$ cat src/rtl/seg7_pkg.sv
// Shared constants and types for the multiplexed 7-segment capture path.
package seg7_pkg;

  localparam logic [6:0] SEG7_0     = 7'b0111111;
  localparam logic [6:0] SEG7_1     = 7'b0000110;
  localparam logic [6:0] SEG7_2     = 7'b1011011;
  localparam logic [6:0] SEG7_3     = 7'b1001111;
  localparam logic [6:0] SEG7_4     = 7'b1100110;
  localparam logic [6:0] SEG7_5     = 7'b1101101;
  localparam logic [6:0] SEG7_6     = 7'b1111100;
  localparam logic [6:0] SEG7_7     = 7'b0000111;
  localparam logic [6:0] SEG7_8     = 7'b1111111;
  localparam logic [6:0] SEG7_9     = 7'b1100111;
  localparam logic [6:0] SEG7_BLANK = 7'b0000000;

  localparam logic [3:0] SEL_MIN_U = 4'b0001;
  localparam logic [3:0] SEL_MIN_D = 4'b0010;
  localparam logic [3:0] SEL_HRS_U = 4'b0100;
  localparam logic [3:0] SEL_HRS_D = 4'b1000;

  typedef struct packed {
    logic [3:0] hrs_d;
    logic [3:0] hrs_u;
    logic [3:0] min_d;
    logic [3:0] min_u;
  } bcd_time_t;

  // A frame is a plausible wall-clock time: 00:00 .. 23:59
  function automatic logic time_in_range(input bcd_time_t t);
    return (t.min_d <= 4'd5) && (t.min_u <= 4'd9) &&
           ((t.hrs_d < 4'd2) || ((t.hrs_d == 4'd2) && (t.hrs_u <= 4'd3)));
  endfunction

endpackage

$ cat src/rtl/seg7_decode.sv
// Combinational glyph decoder: 7-segment pattern to {valid, BCD digit}.
module seg7_decode
  import seg7_pkg::*;
(
  input  logic [6:0] seg,
  output logic       valid,
  output logic [3:0] digit
);

  // Map each lit-segment pattern to its digit; anything else is invalid
  always_comb begin
    valid = 1'b1;
    digit = 4'd0;
    case (seg)
      SEG7_0:  digit = 4'd0;
      SEG7_1:  digit = 4'd1;
      SEG7_2:  digit = 4'd2;
      SEG7_3:  digit = 4'd3;
      SEG7_4:  digit = 4'd4;
      SEG7_5:  digit = 4'd5;
      SEG7_6:  digit = 4'd6;
      SEG7_7:  digit = 4'd7;
      SEG7_8:  digit = 4'd8;
      SEG7_9:  digit = 4'd9;
      default: valid = 1'b0;
    endcase
  end

endmodule

$ cat src/rtl/seg7_mux_capture.sv
// Reads back a scanned HH:MM display and publishes frames once they repeat.
// Optional SEG7_CAPTURE_DP_EN adds per-digit decimal-point capture on `dots`.
module seg7_mux_capture
  import seg7_pkg::*;
#(
  parameter int SETTLE_CYCLES  = 4,
  parameter int STABLE_FRAMES  = 2,
  parameter int TIMEOUT_CYCLES = 1024
) (
  input  logic       clk,
  input  logic       reset,
  input  logic [6:0] seg_in,
  input  logic       dp_in,
  input  logic [3:0] sel_in,
  input  logic       seg_active_low,
  input  logic       sel_active_low,
  output logic [3:0] min_u,
  output logic [3:0] min_d,
  output logic [3:0] hrs_u,
  output logic [3:0] hrs_d,
`ifdef SEG7_CAPTURE_DP_EN
  output logic [3:0] dots,
`endif
  output logic       time_valid,
  output logic       update,
  output logic       err_glyph,
  output logic       err_sel
);

  localparam int              TW         = $clog2(TIMEOUT_CYCLES + 1);
  localparam logic [7:0]      SETTLE_MAX = 8'(SETTLE_CYCLES);
  localparam logic [2:0]      STABLE_MIN = 3'(STABLE_FRAMES);
  localparam logic [TW-1:0]   TMO_MAX    = TW'(TIMEOUT_CYCLES);

  logic [11:0]   raw_s, sync1_q, sync1_d, sync2_q, sync2_d, prev_q, prev_d;
  logic [7:0]    settle_q, settle_d;
  logic          sampled_q, sampled_d;
  logic [3:0]    seen_q, seen_d;
  logic          bad_q, bad_d;
  bcd_time_t     frame_q, frame_d, shadow_q, shadow_d, out_q, out_d;
  logic [2:0]    match_q, match_d;
  logic [TW-1:0] tmo_q, tmo_d;
  logic          valid_q, valid_d, update_q, update_d;
  logic          err_glyph_q, err_glyph_d, err_sel_q, err_sel_d;
  logic [3:0]    sel_s, digit_s;
  logic [6:0]    seg_s;
  logic          chg_s, sample_s, onehot_s, glyph_ok_s;
  logic          complete_s, good_s, same_s, diff_s;
`ifdef SEG7_CAPTURE_DP_EN
  logic [3:0]    dfrm_q, dfrm_d, dshadow_q, dshadow_d, dout_q, dout_d;
`endif

  assign raw_s = {sel_in ^ {4{sel_active_low}}, seg_in ^ {7{seg_active_low}},
                  dp_in ^ seg_active_low};
  assign sel_s = sync2_q[11:8];
  assign seg_s = sync2_q[7:1];

  seg7_decode u_decode (.seg(seg_s), .valid(glyph_ok_s), .digit(digit_s));

  // Next-state logic: settle/sample, frame assembly, stability, publish, timeout
  always_comb begin
    sync1_d = raw_s;
    sync2_d = sync1_q;
    prev_d  = sync2_q;
    chg_s   = (sync2_q != prev_q);

    if (chg_s)                        settle_d = 8'd0;
    else if (settle_q != SETTLE_MAX)  settle_d = settle_q + 8'd1;
    else                              settle_d = settle_q;

    sample_s = !chg_s && (settle_q == SETTLE_MAX) && !sampled_q;
    // Only a selector change re-arms sampling, not a glyph change on the same slot
    if (sel_s != prev_q[11:8]) sampled_d = 1'b0;
    else if (sample_s)         sampled_d = 1'b1;
    else                       sampled_d = sampled_q;

    case (sel_s)
      SEL_MIN_U, SEL_MIN_D, SEL_HRS_U, SEL_HRS_D: onehot_s = 1'b1;
      default:                                    onehot_s = 1'b0;
    endcase

    frame_d     = frame_q;
    seen_d      = seen_q;
    bad_d       = bad_q;
    err_glyph_d = 1'b0;
    err_sel_d   = 1'b0;
`ifdef SEG7_CAPTURE_DP_EN
    dfrm_d      = dfrm_q;
`endif
    if (sample_s && onehot_s) begin
      case (sel_s)
        SEL_MIN_U: frame_d.min_u = digit_s;
        SEL_MIN_D: frame_d.min_d = digit_s;
        SEL_HRS_U: frame_d.hrs_u = digit_s;
        default:   frame_d.hrs_d = digit_s;
      endcase
      seen_d      = seen_q | sel_s;
      err_glyph_d = !glyph_ok_s;
      bad_d       = bad_q | !glyph_ok_s;
`ifdef SEG7_CAPTURE_DP_EN
      dfrm_d      = (dfrm_q & ~sel_s) | (sel_s & {4{sync2_q[0]}});
`endif
    end else if (sample_s && (sel_s != 4'b0000)) begin
      err_sel_d = 1'b1;
    end else begin
      err_sel_d = 1'b0;
    end

`ifdef SEG7_CAPTURE_DP_EN
    same_s    = (frame_d == shadow_q) && (dfrm_d == dshadow_q);
    dshadow_d = dshadow_q;
`else
    same_s    = (frame_d == shadow_q);
`endif
    complete_s = (seen_d == 4'b1111);
    good_s     = complete_s && !bad_d && time_in_range(frame_d);
    shadow_d   = shadow_q;
    match_d    = match_q;
    if (complete_s) begin
      seen_d = 4'b0000;
      bad_d  = 1'b0;
      if (!good_s) begin
        match_d = 3'd0;
      end else if (same_s) begin
        match_d = (match_q == 3'd7) ? 3'd7 : match_q + 3'd1;
      end else begin
        shadow_d = frame_d;
        match_d  = 3'd1;
`ifdef SEG7_CAPTURE_DP_EN
        dshadow_d = dfrm_d;
`endif
      end
    end else begin
      match_d = match_q;
    end

    tmo_d    = tmo_q;
    valid_d  = valid_q;
    out_d    = out_q;
    update_d = 1'b0;
    // A good frame in the same cycle as the timeout keeps the value valid
    if (good_s) begin
      tmo_d = {TW{1'b0}};
    end else if (tmo_q != TMO_MAX) begin
      tmo_d = tmo_q + TW'(1);
    end else begin
      valid_d = 1'b0;
      match_d = 3'd0;
    end

`ifdef SEG7_CAPTURE_DP_EN
    dout_d = dout_q;
    diff_s = (shadow_d != out_q) || (dshadow_d != dout_q);
`else
    diff_s = (shadow_d != out_q);
`endif
    if (good_s && (match_d >= STABLE_MIN)) begin
      out_d    = shadow_d;
      valid_d  = 1'b1;
      update_d = diff_s || !valid_q;
`ifdef SEG7_CAPTURE_DP_EN
      dout_d   = dshadow_d;
`endif
    end else begin
      update_d = 1'b0;
    end
  end

  // State registers with synchronous reset
  always_ff @(posedge clk) begin
    if (reset) begin
      sync1_q     <= 12'd0;
      sync2_q     <= 12'd0;
      prev_q      <= 12'd0;
      settle_q    <= 8'd0;
      sampled_q   <= 1'b0;
      seen_q      <= 4'd0;
      bad_q       <= 1'b0;
      frame_q     <= '0;
      shadow_q    <= '0;
      out_q       <= '0;
      match_q     <= 3'd0;
      tmo_q       <= {TW{1'b0}};
      valid_q     <= 1'b0;
      update_q    <= 1'b0;
      err_glyph_q <= 1'b0;
      err_sel_q   <= 1'b0;
`ifdef SEG7_CAPTURE_DP_EN
      dfrm_q      <= 4'd0;
      dshadow_q   <= 4'd0;
      dout_q      <= 4'd0;
`endif
    end else begin
      sync1_q     <= sync1_d;
      sync2_q     <= sync2_d;
      prev_q      <= prev_d;
      settle_q    <= settle_d;
      sampled_q   <= sampled_d;
      seen_q      <= seen_d;
      bad_q       <= bad_d;
      frame_q     <= frame_d;
      shadow_q    <= shadow_d;
      out_q       <= out_d;
      match_q     <= match_d;
      tmo_q       <= tmo_d;
      valid_q     <= valid_d;
      update_q    <= update_d;
      err_glyph_q <= err_glyph_d;
      err_sel_q   <= err_sel_d;
`ifdef SEG7_CAPTURE_DP_EN
      dfrm_q      <= dfrm_d;
      dshadow_q   <= dshadow_d;
      dout_q      <= dout_d;
`endif
    end
  end

  assign min_u      = out_q.min_u;
  assign min_d      = out_q.min_d;
  assign hrs_u      = out_q.hrs_u;
  assign hrs_d      = out_q.hrs_d;
  assign time_valid = valid_q;
  assign update     = update_q;
  assign err_glyph  = err_glyph_q;
  assign err_sel    = err_sel_q;
`ifdef SEG7_CAPTURE_DP_EN
  assign dots       = dout_q;
`endif

endmodule

$ cat config.mk
export PLATFORM = sky130hd
export DESIGN_NAME = seg7_mux_capture
export DESIGN_NICKNAME = d
export VERILOG_FILES = /design/src/rtl/seg7_pkg.sv /design/src/rtl/seg7_decode.sv /design/src/rtl/seg7_mux_capture.sv
export SDC_FILE = /design/constraint.sdc
export NUM_CORES = 1
export LEC_CHECK = 0
export BUFFER_PORTS_ARGS = -buffer_cell sky130_fd_sc_hd__buf_2
export CORE_MARGIN = 2
export CORE_UTILIZATION = 55
export DETAILED_ROUTE_END_ITERATION = 16
export PLACE_DENSITY = 0.83
export REMOVE_ABC_BUFFERS = 1
export SYNTH_ARGS = -nofsm -noshare
export SYNTH_HDL_FRONTEND = slang
export SYNTH_HIERARCHICAL = 1
export SYNTH_SLANG_ARGS = --single-unit
$ cat constraint.sdc
create_clock -name clk -period 4.36 [get_ports clk]
set_clock_uncertainty 0.1 [all_clocks]
set_input_delay 0.218 -clock clk [delete_from_list [all_inputs] [get_ports clk]]
set_output_delay 0.218 -clock clk [all_outputs]
set_load 0.01 [all_outputs]
After elaboration in Yosys (flattened, before gate mapping)
Index checks and enable logic that the tools add are counted.
- flip-flop bits (word level): 116
- bits of input ports: 16
- output and inout port bits: 20
- word-level logic and storage cells: 118
- add/subtract/negate cells: 3
- order comparisons: 5
- equal/unequal tests: 26
- muxes and demuxes: 23
- bitwise gates (word level): 7
- reductions and logical operators: 29
- operators by type and width (kind ; count):
    2-to-1 mux 16 bit ; 4
    equality test 7 bit, second input constant ; 7
    one-hot mux 4 bit (9 select lines) ; 1
    2-to-1 mux 4 bit ; 5
    2-to-1 mux 3 bit ; 6
    equality test 16 bit ; 1
    != test 16 bit ; 1
    equality test 7 x 3 -> 1 bit, second input constant ; 2
    OR reduction 2 bit ; 7
    != test 12 bit ; 1
    adder 11 x 1 -> 11 bit, second input constant ; 1
    != test 11 bit, second input constant ; 1
    logical AND 1 bit ; 10
    OR reduction 10 bit ; 1
    adder 8 x 1 -> 8 bit, second input constant ; 1
    equality test 4 x 2 -> 1 bit, second input constant ; 2
    equality test 4 bit, second input constant ; 2
    equality test 8 x 3 -> 1 bit, second input constant ; 1
    != test 8 x 3 -> 1 bit, second input constant ; 1
    equality test 7 x 6 -> 1 bit, second input constant ; 1
    2-to-1 mux 1 bit ; 7
    XOR 7 bit ; 1
    zero test 1 bit ; 5
    equality test 4 x 1 -> 1 bit, second input constant ; 1
    20 further kinds ; 23

Depth between registers and ports, before layout
- depth after elaboration: 19
- depth in mapped cells: 21
- depth with buffers taken out: 15

By module
The synthesis kept the hierarchy.
- modules (own cells, without submodules) (module ; instances ; cells each ; area an instance (um^2) ; sequential area each (um^2)):
    seg7_mux_capture ; 1 ; 642 ; 5604.1 ; 2322.2
    seg7_decode ; 1 ; 36 ; 224.0 ; 0.0

Worst setup path after synthesis
Ideal clock, no wire load.
- path kind: flip-flop to flip-flop
- from: register sync2_q[6] (netlist: prev_d[6])
- to: register update_q (netlist: update)
- setup time: 0.134 ns
- data arrival time: 3.728 ns
- required time: 4.126 ns
- slack: 0.398 ns
- cell stages (with the launch flop): 19
- buffers on the path: 4
- period minus slack after synthesis: 3.962 ns
- cell sequence: dfxtp_1 buf_6 or4b_4 a211o_1 o31ai_1 clkbuf_1 inv_1 a222oi_1 a21oi_1 nor4_1 a31oi_1 a221oi_2 a21o_1 buf_6 buf_6 mux2i_1 o221ai_1 nor4_2 a311oi_1
- elaborated cells between the ends (all ways): 55
- those cells by class: order compare: 5; eq/ne: 15; mux: 17; bitwise: 2; reduce/logical: 16
- RTL lines (element ; line ; text):
    start: declaration ; seg7_mux_capture.sv:35 ; logic [11:0] raw_s, sync1_q, sync1_d, sync2_q, sync2_d, prev_q, prev_d;
    start signal: assignment ; seg7_mux_capture.sv:195 ; sync2_q <= sync2_d;
    equality test 7 bit / equality test 7 x 3 -> 1 bit (equally long branches) ; seg7_decode.sv:14 ; case (seg)
    one-hot mux 4 bit (9 select lines) * ; seg7_decode.sv:14 ;
    net digit_s[2] ; seg7_mux_capture.sv:45 ; logic [3:0] sel_s, digit_s;
    2-to-1 mux 4 bit ; seg7_mux_capture.sv:91 ; case (sel_s)
    2-to-1 mux 16 bit * ; seg7_mux_capture.sv:90 ; if (sample_s && onehot_s) begin
    less-or-equal comparator 4 x 2 -> 1 bit / equality test 4 x 2 -> 1 bit (equally long branches) ; seg7_pkg.sv:31 ; ((t.hrs_d < 4'd2) || ((t.hrs_d == 4'd2) && (t.hrs_u <= 4'd3)));
    logical AND 1 bit ; seg7_pkg.sv:31 ;
    logical OR 1 bit ; seg7_pkg.sv:31 ;
    [... 2 more ...] ; n/a ;
    2-to-1 mux 3 bit ; seg7_mux_capture.sv:122 ; if (!good_s) begin
    2-to-1 mux 3 bit ; seg7_mux_capture.sv:119 ; if (complete_s) begin
    2-to-1 mux 3 bit ; seg7_mux_capture.sv:144 ; end else if (tmo_q != TMO_MAX) begin
    2-to-1 mux 3 bit ; seg7_mux_capture.sv:142 ; if (good_s) begin
    greater-or-equal comparator 3 x 2 -> 1 bit ; seg7_mux_capture.sv:157 ; if (good_s && (match_d >= STABLE_MIN)) begin
    logical AND 1 bit ; seg7_mux_capture.sv:157 ;
    NOT 1 bit (no source line) ; n/a ;
    OR reduction 2 bit (no source line) ; n/a ;
    end signal: assignment ; seg7_mux_capture.sv:207 ; update_q <= update_d;
    end: declaration ; seg7_mux_capture.sv:43 ; logic valid_q, valid_d, update_q, update_d;
Mark *: on every way through the listed nets, which the timed path passes. The rest lies on a longest branch.
A chain may end at the register's enable or synchronous reset.

Final worst setup path
- from: register sync2_q[7] (netlist: prev_d[7])
- to: register out_q, in the netlist min_u[2]
- elaborated cells between the ends (all ways): 51
- those cells by class: order compare: 5; eq/ne: 14; mux: 17; bitwise: 1; reduce/logical: 14
- RTL lines (element ; line ; text):
    equality test 7 bit / equality test 7 x 3 -> 1 bit (equally long branches) ; seg7_decode.sv:14 ;
    one-hot mux 4 bit (9 select lines) * ; seg7_decode.sv:14 ;
    net digit_s[2] ; seg7_mux_capture.sv:45 ;
    2-to-1 mux 4 bit ; seg7_mux_capture.sv:91 ;
    2-to-1 mux 16 bit * ; seg7_mux_capture.sv:90 ;
    less-or-equal comparator 4 x 2 -> 1 bit / equality test 4 x 2 -> 1 bit (equally long branches) ; seg7_pkg.sv:31 ;
    logical AND 1 bit ; seg7_pkg.sv:31 ;
    logical OR 1 bit ; seg7_pkg.sv:31 ;
    logical AND 1 bit ; seg7_pkg.sv:30 ; return (t.min_d <= 4'd5) && (t.min_u <= 4'd9) &&
    logical AND 1 bit ; seg7_mux_capture.sv:116 ; good_s = complete_s && !bad_d && time_in_range(frame_d);
    2-to-1 mux 3 bit ; seg7_mux_capture.sv:122 ;
    2-to-1 mux 3 bit ; seg7_mux_capture.sv:119 ;
    2-to-1 mux 3 bit ; seg7_mux_capture.sv:144 ;
    2-to-1 mux 3 bit ; seg7_mux_capture.sv:142 ;
    greater-or-equal comparator 3 x 2 -> 1 bit ; seg7_mux_capture.sv:157 ;
    logical AND 1 bit ; seg7_mux_capture.sv:157 ;
    end signal: assignment ; seg7_mux_capture.sv:203 ; out_q <= out_d;
    end: declaration ; seg7_mux_capture.sv:40 ; bcd_time_t frame_q, frame_d, shadow_q, shadow_d, out_q, out_d;
Marked as above.

==> out/summary.txt <==
fin cells = 892
post-CTS setup buffer count = 0
final net count = 764
Fillers = 785
nature of the critical path startpoint = flop
Async SR Flop Fraction = 0
GRT overflow = 0
Synth Cell Area = 5830 um^2
Seq/Total Area, Yosys = 0.398
run status = complete, no violations
Die ar. = 11,400 um^2
die height = 107 um
Pre-antenna DRT Iters = 6
Rel. slew slack = 0.583
number of synthesized flops with an enable pin = 0
slowest cell delay on critical path = 0.56 ns
post-synth cell types = 69
crit path from = prev_d[7]$_SDFF_PP0_
GPL Wtd Cong = 1.01
ranking of synthesized cells by area = dfxtp_1 (40%), xnor2_1 (7.1%), nor2_1 (5.9%)
clock share of power = 0.535
synth warn = 6
count of state elements after synthesis = 116
ANT nets after route = 0
first-pass GRT wire length = 25,700 um
Slew @ Worst Pin = 0.617 ns
sw power = 580 uW
CTS tree = built
H-tree lvl count = 4
Worst setup EP type = flop
worst-case clock buffer depth = 2
drt drc = 0
GRT Total Usage = 0.288
Combinational Power Share = 0.058
worst skew pair latency = 0.54 ns
port bufs = 35
vias = 5,266
share of the synthesized area in the top cell type = 0.398
Final Hold Vio Count = 0
Detailed Route Iter0 Violations = 481
Die W = 107 um
pwr dens = 383 nW/um^2
Final period util = 0.953
worst hold path type = in -> reg
vias per inst = 5.90
sequential power share = 0.407
CTS Buf Count = 17
RR Startpoint = prev_d[7]$_SDFF_PP0_
Initial Util = 0.565
Antenna Cells = 0
Power, Total = 2.70 mW
final worst path period need = 4.16 ns
leakage = 2.83 nW
Slew Viols, Final = 0
Setup WS post-layout = 0.205 ns
CP Data Arrival Time = 4.51 ns
Max stage delay cell, worst path = or4b_4
Hold WS = 0.0195 ns
Mapped Cells = 678
Most used DFF post-synth = dfxtp_1
worst slack, placed = -0.00206 ns
Sw Share = 0.215
largest net degree at the start of global routing = 44
WP buf/inv = 3
CP max FO = 16
dpl cells = 841
peak supply drop = 0.373 mV
Max Cap Viol = 0
WL final = 15,600 um
critical path type = reg -> reg
CTS Root Cell = clkbuf_8
P&R area growth vs syn = 21.0%
cell row count = 37
Req. time, crit path = 4.72 ns
initial antenna violation count = 0
DPL Wire Length = 10,600 um
Cell Int Power = 2.12 mW
core area = 10,300 um^2
Worst-path clk slew = 0.06 ns
Final setup viols = 0
Synth area leader = dfxtp_1
I/O pin count = 36
delay-heaviest family, CP = compound AO/OA/AOI/OAI gates
Hold Path Origin = seg_active_low
average routed wire per standard cell = 17.5 um
worst-path cell chain = or4b_4 > a211o_1 > o31ai_1 > inv_1 > a222oi_1 > a21oi_1 > nor4_1 > a31oi_1 > a221oi_2 > buf_4 > nand2_1 > o21ai_1 > o21bai_1 > buf_4 > or2_1 > a21oi_1
share of layout cells above drive strength 1 = 0.167
Mean Syn Cell Area = 8.60 um^2
fmax = 241 MHz
vias in the first global route = 5,266
# clock sinks = 116
[tightest hold or removal path, delay by kind of cell]
family,cells,cell delay [ns]
buffers and inverters,1,0.22
XOR/XNOR,1,0.11
AND/OR/NAND/NOR,1,0.07
[cells in the mapped netlist, drive strengths merged, types with 5 or more instances]
cell      n
nand2b    9
nor4     15
a21oi    44
xor2     22
a21o      5
inv      26
a221oi    5
o21ai    17
nor2     92
or4b      5
ha        5
nor3     16
nand4     8
dfxtp   116
or4       6
mux2i    23
o22ai    10
buf      11
a31oi     5
nor4b     5
nand3    15
nand2    40
or2      11
clkbuf   27
and2      7
nor2b    37
xnor2    48
[power by group through the flow]
stage               clock network [mW]  logic (mW)  registers, mW
global route                      1.51       0.170           1.10
detailed placement                   0       0.132           1.12
global placement                     0       0.129           1.12
floorplan                            0      0.0787           1.12
finish                            1.44       0.157           1.10
CTS                               1.45       0.151           1.10
[placed cells by master, fill, tap and decap left out, types with 5 or more instances in the layout]
master,count
clkbuf_16,16
xor2_1,22
nor3_1,16
nand3_1,15
o21ai_1,6
nand2_1,40
dlygate4sd3_1,19
dfxtp_1,113
buf_2,35
nor2_1,91
inv_1,26
a21oi_1,42
o21ai_0,11
o22ai_1,10
nand2b_1,9
nor4_1,10
nand4_1,8
buf_4,30
xnor2_1,47
and2_1,7
or2_1,6
clkinv_2,5
ha_1,5
a31oi_1,5
mux2i_1,22
nor2b_1,37
[stage by stage]
stage               utilization  instance area, um^2  setup TNS (ns)
floorplan                     -                 5640               0
global placement          0.602                 6210               0
detailed placement        0.602                 6210        -0.00206
CTS                       0.680                 7020               0
global route              0.683                 7050       -0.000277
finish                    0.683                 7050               0
[sequential cells by signal, summed over array words and instances, names as in the netlist, 8 cells and up]
signal and flops:
shadow_q 16, frame_q 16, tmo_q 11, settle_q 8, prev_q 12, sync1_q 12
prev_d 12
[layout make-up]
type                    instances  area (um^2)  area share
flip-flops and latches        116         2330       0.330
clock inverters                10          153      0.0216
clock buffers                  22          463      0.0656
multi-input cells             498         3250       0.461
repair buffers                 84          591      0.0837
inverters                      26         97.6      0.0138
well taps                     136          170      0.0241
[cells by family (layout without fill, tap and decap cells)]
| group | count (synthesis) | in the layout | synth area share |
|---|---|---|---|
| AOI/OAI and AO/OA | 111 | 111 | 0.122 |
| xor gates and xnor gates | 70 | 70 | 0.106 |
| DFF | 116 | 116 | 0.398 |
| muxes | 27 | 27 | 0.0485 |
| buffers and inverters | 64 | 142 | 0.0492 |
| adders and majority gates | 5 | 5 | 0.0107 |
| and+or+nand+nor | 285 | 285 | 0.265 |
[worst paths after layout]
check | depth (start not counted) | slack, ns | end
worst min-delay path | 3 | 0.02 | sync1_q[2]$_SDFF_PP0_
worst max register to register | 16 | 0.20 | min_u[2]$_SDFFE_PP0P_
worst max-delay path | 16 | 0.20 | min_u[2]$_SDFFE_PP0P_
worst min register to register | 1 | 0.33 | prev_d[11]$_SDFF_PP0_
[routing by layer]
layer / GRT usage / vias up / part of all wire
met5: 0 / - / 0
met4: 0.0993 / 0 / 0.025
met3: 0.0869 / 45 / 0.075
met2: 0.483 / 245 / 0.48
met1: 0.352 / 2502 / 0.42
li1: - / 2474 / -
[timing repair]
action                                 CTS  global route
resized for setup                        1            11
setup endpoints to repair                1             9
hold buffers                            19             0
endpoints found under the hold margin   12             0
Power figures use the tool's default switching activity.
